==> src/rtl/data_mem_arbiter.sv <==
// data_mem_arbiter
//   Shares one single-port data memory between two word-access requesters:
//   port 0 is the CPU load/store unit, port 1 is the program/data loader.
//   Each access runs IDLE -> ISSUE -> (WAIT) -> DONE. The address is checked
//   for word alignment and range before anything reaches the memory.
//
// Handshake (both ports): the requester raises Mx_REQ with WE/ADDR/WDATA
//   stable and holds it until Mx_DONE. REQ is only looked at in IDLE, where
//   the request fields are latched for the whole access. Mx_DONE is a
//   one-cycle pulse and Mx_ERR is meaningful only while Mx_DONE is high.
//   Mx_RDATA keeps the last successfully read word for that port.
//
// Ports:
//   CLK, RESET                  clock, synchronous active-high reset
//   M0_*/M1_*                   requester ports (REQ, WE, ADDR, WDATA in;
//                               RDATA, DONE, ERR out)
//   MRd, MWrt, ADDR, W_DATA     registered memory controls (out)
//   R_DATA                      memory read data (in)
//   BUSY                        high whenever the FSM is not in IDLE
//   state_dbg                   current FSM state, for observation only
module data_mem_arbiter #(
  parameter int RD_LATENCY = 1,
  parameter int MEM_BYTES  = 1024,
  parameter int ARB_MODE   = 0
) (
  input  logic        CLK,
  input  logic        RESET,
  input  logic        M0_REQ,
  input  logic        M0_WE,
  input  logic [31:0] M0_ADDR,
  input  logic [31:0] M0_WDATA,
  output logic [31:0] M0_RDATA,
  output logic        M0_DONE,
  output logic        M0_ERR,
  input  logic        M1_REQ,
  input  logic        M1_WE,
  input  logic [31:0] M1_ADDR,
  input  logic [31:0] M1_WDATA,
  output logic [31:0] M1_RDATA,
  output logic        M1_DONE,
  output logic        M1_ERR,
  output logic        MRd,
  output logic        MWrt,
  output logic [31:0] ADDR,
  output logic [31:0] W_DATA,
  input  logic [31:0] R_DATA,
  output logic        BUSY,
  output logic [1:0]  state_dbg
);

  typedef enum logic [1:0] {
    S_IDLE  = 2'd0,
    S_ISSUE = 2'd1,
    S_WAIT  = 2'd2,
    S_DONE  = 2'd3
  } state_t;

  localparam logic [3:0]  LAT_M1    = 4'(RD_LATENCY - 1);
  localparam logic [31:0] MEM_LIMIT = 32'(MEM_BYTES);

  state_t      state, state_next;
  logic        gnt_q;      // port being served
  logic        we_q;       // latched write flag
  logic        err_q;      // latched rejection flag
  logic        rr_ptr;     // round-robin: port favoured on the next tie
  logic [3:0]  cnt;        // remaining read cycles while in WAIT

  logic        any_req;
  logic        sel;
  logic        sel_we;
  logic [31:0] sel_addr;
  logic [31:0] sel_wdata;
  logic        sel_err;
  logic        capture;

  // Arbitration and request validation. The error decision is taken on the
  // IDLE edge so that the registered MRd/MWrt are already 0 during the ISSUE
  // cycle of a rejected access; ISSUE then simply acts on err_q.
  always_comb begin
    any_req = M0_REQ | M1_REQ;
    if (M0_REQ && M1_REQ) begin
      sel = (ARB_MODE == 1) ? 1'b0 : rr_ptr;
    end else begin
      sel = M1_REQ;
    end
    sel_we    = sel ? M1_WE    : M0_WE;
    sel_addr  = sel ? M1_ADDR  : M0_ADDR;
    sel_wdata = sel ? M1_WDATA : M0_WDATA;
    sel_err   = (sel_addr[1:0] != 2'b00) || (sel_addr >= MEM_LIMIT);
  end

  // State register.
  always_ff @(posedge CLK) begin
    if (RESET) begin
      state <= S_IDLE;
    end else begin
      state <= state_next;
    end
  end

  // Next-state logic.
  always_comb begin
    state_next = state;
    case (state)
      S_IDLE: begin
        if (any_req) state_next = S_ISSUE;
      end
      S_ISSUE: begin
        if (err_q || we_q || (RD_LATENCY <= 1)) state_next = S_DONE;
        else                                     state_next = S_WAIT;
      end
      S_WAIT: begin
        if (cnt == 4'd1) state_next = S_DONE;
      end
      S_DONE: begin
        state_next = S_IDLE;
      end
      default: begin
        state_next = S_IDLE;
      end
    endcase
  end

  // R_DATA is taken at the edge ending the last MRd cycle of a good read.
  always_comb begin
    capture = !err_q && !we_q &&
              (((state == S_ISSUE) && (RD_LATENCY <= 1)) ||
               ((state == S_WAIT) && (cnt == 4'd1)));
  end

  // Datapath: grant bookkeeping, memory controls, read counter, RDATA.
  always_ff @(posedge CLK) begin
    if (RESET) begin
      gnt_q    <= 1'b0;
      we_q     <= 1'b0;
      err_q    <= 1'b0;
      rr_ptr   <= 1'b0;
      cnt      <= 4'd0;
      MRd      <= 1'b0;
      MWrt     <= 1'b0;
      ADDR     <= 32'd0;
      W_DATA   <= 32'd0;
      M0_RDATA <= 32'd0;
      M1_RDATA <= 32'd0;
    end else begin
      if ((state == S_IDLE) && any_req) begin
        gnt_q  <= sel;
        we_q   <= sel_we;
        err_q  <= sel_err;
        rr_ptr <= ~sel;
        MRd    <= !sel_err && !sel_we;
        MWrt   <= !sel_err && sel_we;
        ADDR   <= sel_err ? 32'd0 : sel_addr;
        W_DATA <= (!sel_err && sel_we) ? sel_wdata : 32'd0;
      end
      if (state == S_ISSUE) cnt <= LAT_M1;
      if (state == S_WAIT)  cnt <= cnt - 4'd1;
      // Memory controls are released on the edge that enters DONE.
      if (state_next == S_DONE) begin
        MRd    <= 1'b0;
        MWrt   <= 1'b0;
        ADDR   <= 32'd0;
        W_DATA <= 32'd0;
      end
      if (capture) begin
        if (gnt_q) M1_RDATA <= R_DATA;
        else       M0_RDATA <= R_DATA;
      end
    end
  end

  // Outputs decoded from the state.
  always_comb begin
    BUSY      = (state != S_IDLE);
    M0_DONE   = (state == S_DONE) && !gnt_q;
    M1_DONE   = (state == S_DONE) && gnt_q;
    M0_ERR    = M0_DONE && err_q;
    M1_ERR    = M1_DONE && err_q;
    state_dbg = state;
  end

endmodule
==> config.mk <==
export PLATFORM = sky130hd
export DESIGN_NAME = data_mem_arbiter
export DESIGN_NICKNAME = d
export VERILOG_FILES = /design/src/rtl/data_mem_arbiter.sv
export SDC_FILE = /design/constraint.sdc
export NUM_CORES = 1
export LEC_CHECK = 0
export CAP_MARGIN = 20
export CORE_MARGIN = 2
export CORE_UTILIZATION = 35
export DETAILED_ROUTE_END_ITERATION = 12
export GPL_TIMING_DRIVEN = 0
export HOLD_SLACK_MARGIN = 0.06
export PLACE_DENSITY = 0.77
export SYNTH_ARGS = -nofsm -noshare
export SYNTH_HDL_FRONTEND = slang
export SYNTH_SLANG_ARGS = --single-unit
==> constraint.sdc <==
create_clock -name CLK -period 2 [get_ports CLK]
set_input_delay 0.4 -clock CLK [delete_from_list [all_inputs] [get_ports CLK]]
set_output_delay 0.4 -clock CLK [all_outputs]
set_load 0.01 [all_outputs]
==> results of run 1 <==
[registers in the layout, indices dropped and copies added (netlist names), 2 cells and up]
signal,count
state_dbg,2
M1_RDATA,32
cnt,4
W_DATA,32
ADDR,32
M0_RDATA,32
[worst max-delay path, stage by stage, from the launching register on]
cell	delay (ns)
dfxtp_4	0.36
buf_6	0.11
ha_4	0.18
a21oi_2	0.07
or3_4	0.38
o311a_4	0.15
and2_4	0.24
clkbuf_16	0.18
a32o_1	0.19
[area by class of cell]
type	count	area [sq um]
buffer	43	329.1
clock buffer	22	495.5
clock inverter	9	157.7
fill	1241	5419
inverter	9	41.29
multi-input combinational	375	2572
sequential	140	2810
tap	211	264.0
timing repair buffer	315	3169
[report_power, final]
group          switching, mW  total, mW  internal, mW  leakage (nW)
clock network           1.17       3.43          2.26         0.314
logic                   1.41       2.87          1.46          2.63
registers              0.128       3.11          2.98          1.13
[logic make-up (layout without fill, tap and decap cells)]
logic type,after synthesis,count (layout)
mux,75,75
simple gates,205,205
fa+ha+maj,6,6
buf+inv,55,398
flops,140,140
compound gates,89,89
[cell usage after synthesis]
master / n
nand4b_1: 1
a32o_1: 41
clkbuf_1: 23
a21oi_1: 38
a21boi_1: 1
buf_2: 15
mux2_2: 8
inv_2: 1
o21ai_1: 2
nand2_1: 69
and3_1: 26
dfxtp_1: 140
ha_1: 6
and2_1: 3
mux2i_2: 1
nor3_1: 2
mux2i_1: 66
nor4_1: 11
o21ai_0: 3
or3_1: 2
o311a_1: 1
buf_6: 8
nor2_1: 81
or4_1: 1
a31oi_1: 1
inv_1: 8
o22a_1: 1
a211oi_1: 1
or4b_1: 1
nand3_1: 3
nor2b_1: 2
nand4_1: 3
[metal layers]
layer / wire, um / part of all wire / vias up
li1: - / - / 2675
met1: 7583 / 0.40 / 2577
met2: 9318 / 0.50 / 219
met3: 1196 / 0.064 / 42
met4: 666 / 0.035 / 0
met5: 0 / 0 / -
[final timing paths]
| path | end | slack [ns] | depth (start not counted) |
|---|---|---|---|
| setup / recovery | W_DATA[12] | 0.02 | 8 |
| hold / removal | M0_RDATA[31] | 0.45 | 2 |
| setup reg to reg | W_DATA[12] | 0.02 | 8 |
| hold reg to reg | M0_RDATA[31] | 0.46 | 2 |
[timing repair]
action                     4_1_cts  5_1_grt
hold endpoints to repair         0        0
setup buffers                    8        3
pin swaps                        1        5
gates resized for setup         44       43
setup endpoints to repair      118      105
cloned                           1        2
[stage by stage]
stage	std cells	hold WS (ns)	setup TNS, ns	area [sq um]
final	1124	0.4498	0	9839
after global routing	1124	0.4732	-0.7031	9839
after CTS	1120	0.4568	-0.07691	9632
after detailed placement	1082	0.4485	-49.37	8796
after global placement	1082	0.4411	-46.54	8796
after floorplan	570	0.4649	0	5519
==> results.md, run 1 <==
- Status: complete, no violations
- Global routing usage on met3: 0.05078
- Iter 0 DRT Violations: 316
- Clk_skew: 0.005169 ns
- CTS Buf Count: 17
- Slew headroom: 0.5350
- Mapped Area: 5502 sq um
- GR Util met2: 0.3796
- Most frequent cells in the layout: clkdlybuf4s50_1, dfxtp_1, nor2_1
- Synth Area in Adders: 0.01365
- Worst slack at placement: -0.8938 ns
- Total Routing Usage GR: 0.2223
- Core footprint: 15260 sq um
- Layout cells sized above 1: 0.1227
- Clock Sinks: 140
- Syn Nets: 742
- Fin. max-slew vios: 0
- VDD IR max: 0.0006166 V
- Largest net degree at the start of global routing: 17
- Setup violators final: 0
- CTS tree: yes
- Reg2reg start: state_dbg[1]
- Final core occ: 0.6449
- Sequential area share after synthesis: 0.5094
- Met1 usage: 0.2639
- Clk root buf: clkbuf_16
- First-pass GRT wire length: 28.72 mm
- Post-Route WL: 18.76 mm
- Slew @ Worst Pin: 0.6928 ns
- Die area: 16740 sq um
- Initial antenna violation count: 0
- Initial core utilization: 0.3606
- Area leader, netlist: dfxtp_1
- Yosys warning count: 0
- RSZ-0062 raised after global routing: yes
- Crit Path Max Fanout: 8
- Final min period: 1.979 ns
- Worst EP arrival: 2.29 ns
- Routed vias: 5513
- PD cells: 956.4 nW/um^2
- Top Ports: 303
- Clock Pin Slew Worst Setup and Hold Paths: 0.06 ns
- Vias in the first global route: 5502
- Row cnt: 45
- Die X: 129.4 um
- Synth cell types: 32
- Port buffer count: 301
- Crit end category: flip-flop
- DRC Markers: 0
- Post-Synth XOR/XNOR Area: 0
- Vias/cell: 4.905
- Syn avg cell area: 9.652 sq um
- CP startpoint: state_dbg[1]
- Largest family of logic cells by synthesized area: simple AND/OR/NAND/NOR gates
- DRT Pass-1 Iters: 4
- Design Power: 9.411 mW
- Hpwl dp: 13.97 mm
- Post-route ant nets: 0
- Clock Path Buffers: 2
- Nets: 1073
- Worst hold path class: in2reg
- Routability congestion estimate from global placement: 0.8139
- Max Cap Viol: 0
- Period utilisation layout: 0.9894
- Avg WL per Cell: 16.69 um
- Hold_buf cts: 0
- HP Start: RESET
- Mux share of post-synthesis cell area: 0.1390
- Area share of the largest cell type after synthesis: 0.5094
- Global route total overflow: 0
- Post-synthesis compound-gate area fraction: 0.1210
- Ranking of synthesized cells by area: dfxtp_1, mux2i_1, a32o_1
- Commonest non-fill, non-tap cell in the layout: clkdlybuf4s50_1
- Grt peak-use layer: met2
- Worst path required time: 2.31 ns
- Setup ws final: 0.02113 ns
- Critical path startpoint category: flip-flop
- Diodes inserted: 0
- Die height: 129.4 um
- Seq cells post-synth: 140
- Synth Area in Simple Gates: 0.1651
- Synth-to-layout area growth: 78.85%
- P_leak: 4.073 nW
- Fmax achieved: 505.3 MHz
- Crit path kind: reg2reg
- H-tree depth: 4
- Fin. Hold Viols: 0
- Clock latency on the worst-skew pair: 0.42 ns
- Post-Syn Instances: 570
Power figures use the tool's default switching activity.
==> inputs of run 2 (changes only) <==
Settings changed: CORE_UTILIZATION 35 to 42, PLACE_DENSITY 0.77 to 0.86.
Clock period 2 ns to 2.35 ns, I/O delays scaled along.
==> run 2 against run 1 <==
- hold slack improved by 0.0018 ns
- clock power decreased by 13%
- total power decreased by 19%
- first-iteration DRC count increased by 0.95%
- setup slack improved by 0.058 ns
- utilization increased by 9.7 points
- clock-buffer cell count decreased by 4
- highest routed layer unchanged
- largest power group unchanged
- final cell count decreased by 4.4%
- fmax decreased by 13%
==> results.md, run 2 (synthesis results as in run 1) <==
- Max Cap Viol: 0
- Initial antenna violation count: 0
- Nets: 1062
- H-tree depth: 4
- Avg WL per Cell: 17.75 um
- Crit path kind: reg2reg
- Most frequent cells in the layout: clkdlybuf4s50_1, dfxtp_1, nor2_1
- Vias in the first global route: 5744
- Setup ws final: 0.07935 ns
- Setup violators final: 0
- Row cnt: 41
- RSZ-0062 raised after global routing: yes
- Critical path startpoint category: flip-flop
- Die area: 14030 sq um
- Slew @ Worst Pin: 0.7623 ns
- Clk root buf: clkbuf_16
- Total Routing Usage GR: 0.2696
- Core footprint: 12720 sq um
- WHS: 0.4516 ns
- DRT Pass-1 Iters: 5
- DRC Markers: 0
- Initial core utilization: 0.4324
- CP startpoint: state_dbg[0]
- Routed vias: 5607
- Status: complete, no violations
- Die height: 118.5 um
- Worst hold path class: reg2reg
- P_leak: 3.950 nW
- Commonest non-fill, non-tap cell in the layout: clkdlybuf4s50_1
- Routability congestion estimate from global placement: 0.8674
- Crit end category: flip-flop
- Fmax achieved: 440.4 MHz
- CTS Buf Count: 17
- Clock Path Buffers: 2
- HP Start: M0_RDATA[4]
- Worst path required time: 2.65 ns
- Top Ports: 303
- Clock latency on the worst-skew pair: 0.42 ns
- Final core occ: 0.7418
- Clk_skew: 0.006569 ns
- Synth-to-layout area growth: 71.55%
- Die X: 118.5 um
- Vias/cell: 5.221
- Crit Path Max Fanout: 10
- Fin. max-slew vios: 0
- Worst slack at placement: -0.4943 ns
- Design Power: 7.669 mW
- Global route total overflow: 0
- VDD IR max: 0.0004853 V
- Largest net degree at the start of global routing: 17
- First-pass GRT wire length: 29.92 mm
- Setup Buffers After CTS: 0
- Layout cells sized above 1: 0.08537
- PD cells: 812.5 nW/um^2
- Hpwl dp: 13.99 mm
- Clock Sinks: 140
- Post-Route WL: 19.06 mm
- Iter 0 DRT Violations: 319
- Final min period: 2.271 ns
- Reg2reg start: state_dbg[0]
- Period utilisation layout: 0.9662
- Diodes inserted: 0
- Fin. Hold Viols: 0
- Port buffer count: 301
- CTS tree: yes
- Worst EP arrival: 2.57 ns
- Clock Pin Slew Worst Setup and Hold Paths: 0.06 ns
- Slew headroom: 0.4884
- Post-route ant nets: 0
==> run 2: path summary, 6_finish.rpt <==
path	depth (start not counted)	to	slack (ns)
worst max-delay path	9	W_DATA[7]	0.08
worst min-delay path	2	M0_RDATA[4]	0.45
worst max register to register	9	W_DATA[7]	0.08
worst min register to register	2	M0_RDATA[4]	0.45
==> run 2: through the flow <==
step | TNS [ns] | instance area, sq um | cells
floorplan | 0 | 5502 | 570
global placement | -16.91 | 8730 | 1043
detailed placement | -17.63 | 8730 | 1043
CTS | 0 | 9393 | 1074
global route | -0.5474 | 9438 | 1074
finish | 0 | 9438 | 1074
==> run 2: layer usage <==
metal  part of all wire  wire (um)  vias up  global-route usage
met5                  0          0        -                   0
met2               0.52       9884      247              0.4819
li1                   -          -     2654                   -
met3              0.062       1183       39             0.06757
met1               0.40       7543     2667              0.3089
met4              0.024        449        0              0.1012
==> run 2: power breakdown <==
| part | total (mW) | internal, mW | switching, mW | leakage (nW) |
|---|---|---|---|---|
| clock | 2.98 | 1.98 | 1.00 | 0.323 |
| sequential | 2.64 | 2.53 | 0.104 | 1.13 |
| combinational | 2.05 | 0.948 | 1.11 | 2.50 |
| total | 7.67 | 5.46 | 2.21 | 3.95 |
==> run 2: critical path: stages (launching register included) <==
cell and delay, ns:
dfxtp_2 0.38, inv_1 0.10, ha_4 0.30, inv_1 0.10, or3_1 0.41, o311a_1 0.18, and2_1 0.19, buf_6 0.13
buf_6 0.14, a32o_1 0.21
==> run 2: final cells by class <==
type | instances | area, sq um
plain buffers | 46 | 269.0
clock buffers | 18 | 429.2
clock inverters | 13 | 222.7
fillers | 949 | 3284
inverters | 9 | 33.78
multi-input cells | 375 | 2451
flip-flops and latches | 140 | 2805
well taps | 172 | 215.2
repair buffers | 301 | 3012
==> run 2: timing repair <==
| item | in CTS | in global routing |
|---|---|---|
| setup endpoints to repair | 55 | 66 |
| endpoints found under the hold margin | 0 | 0 |
| cloned | 0 | 0 |
| pin swaps | 0 | 0 |
| gates resized for setup | 7 | 18 |
| hold buffers | 0 | 0 |
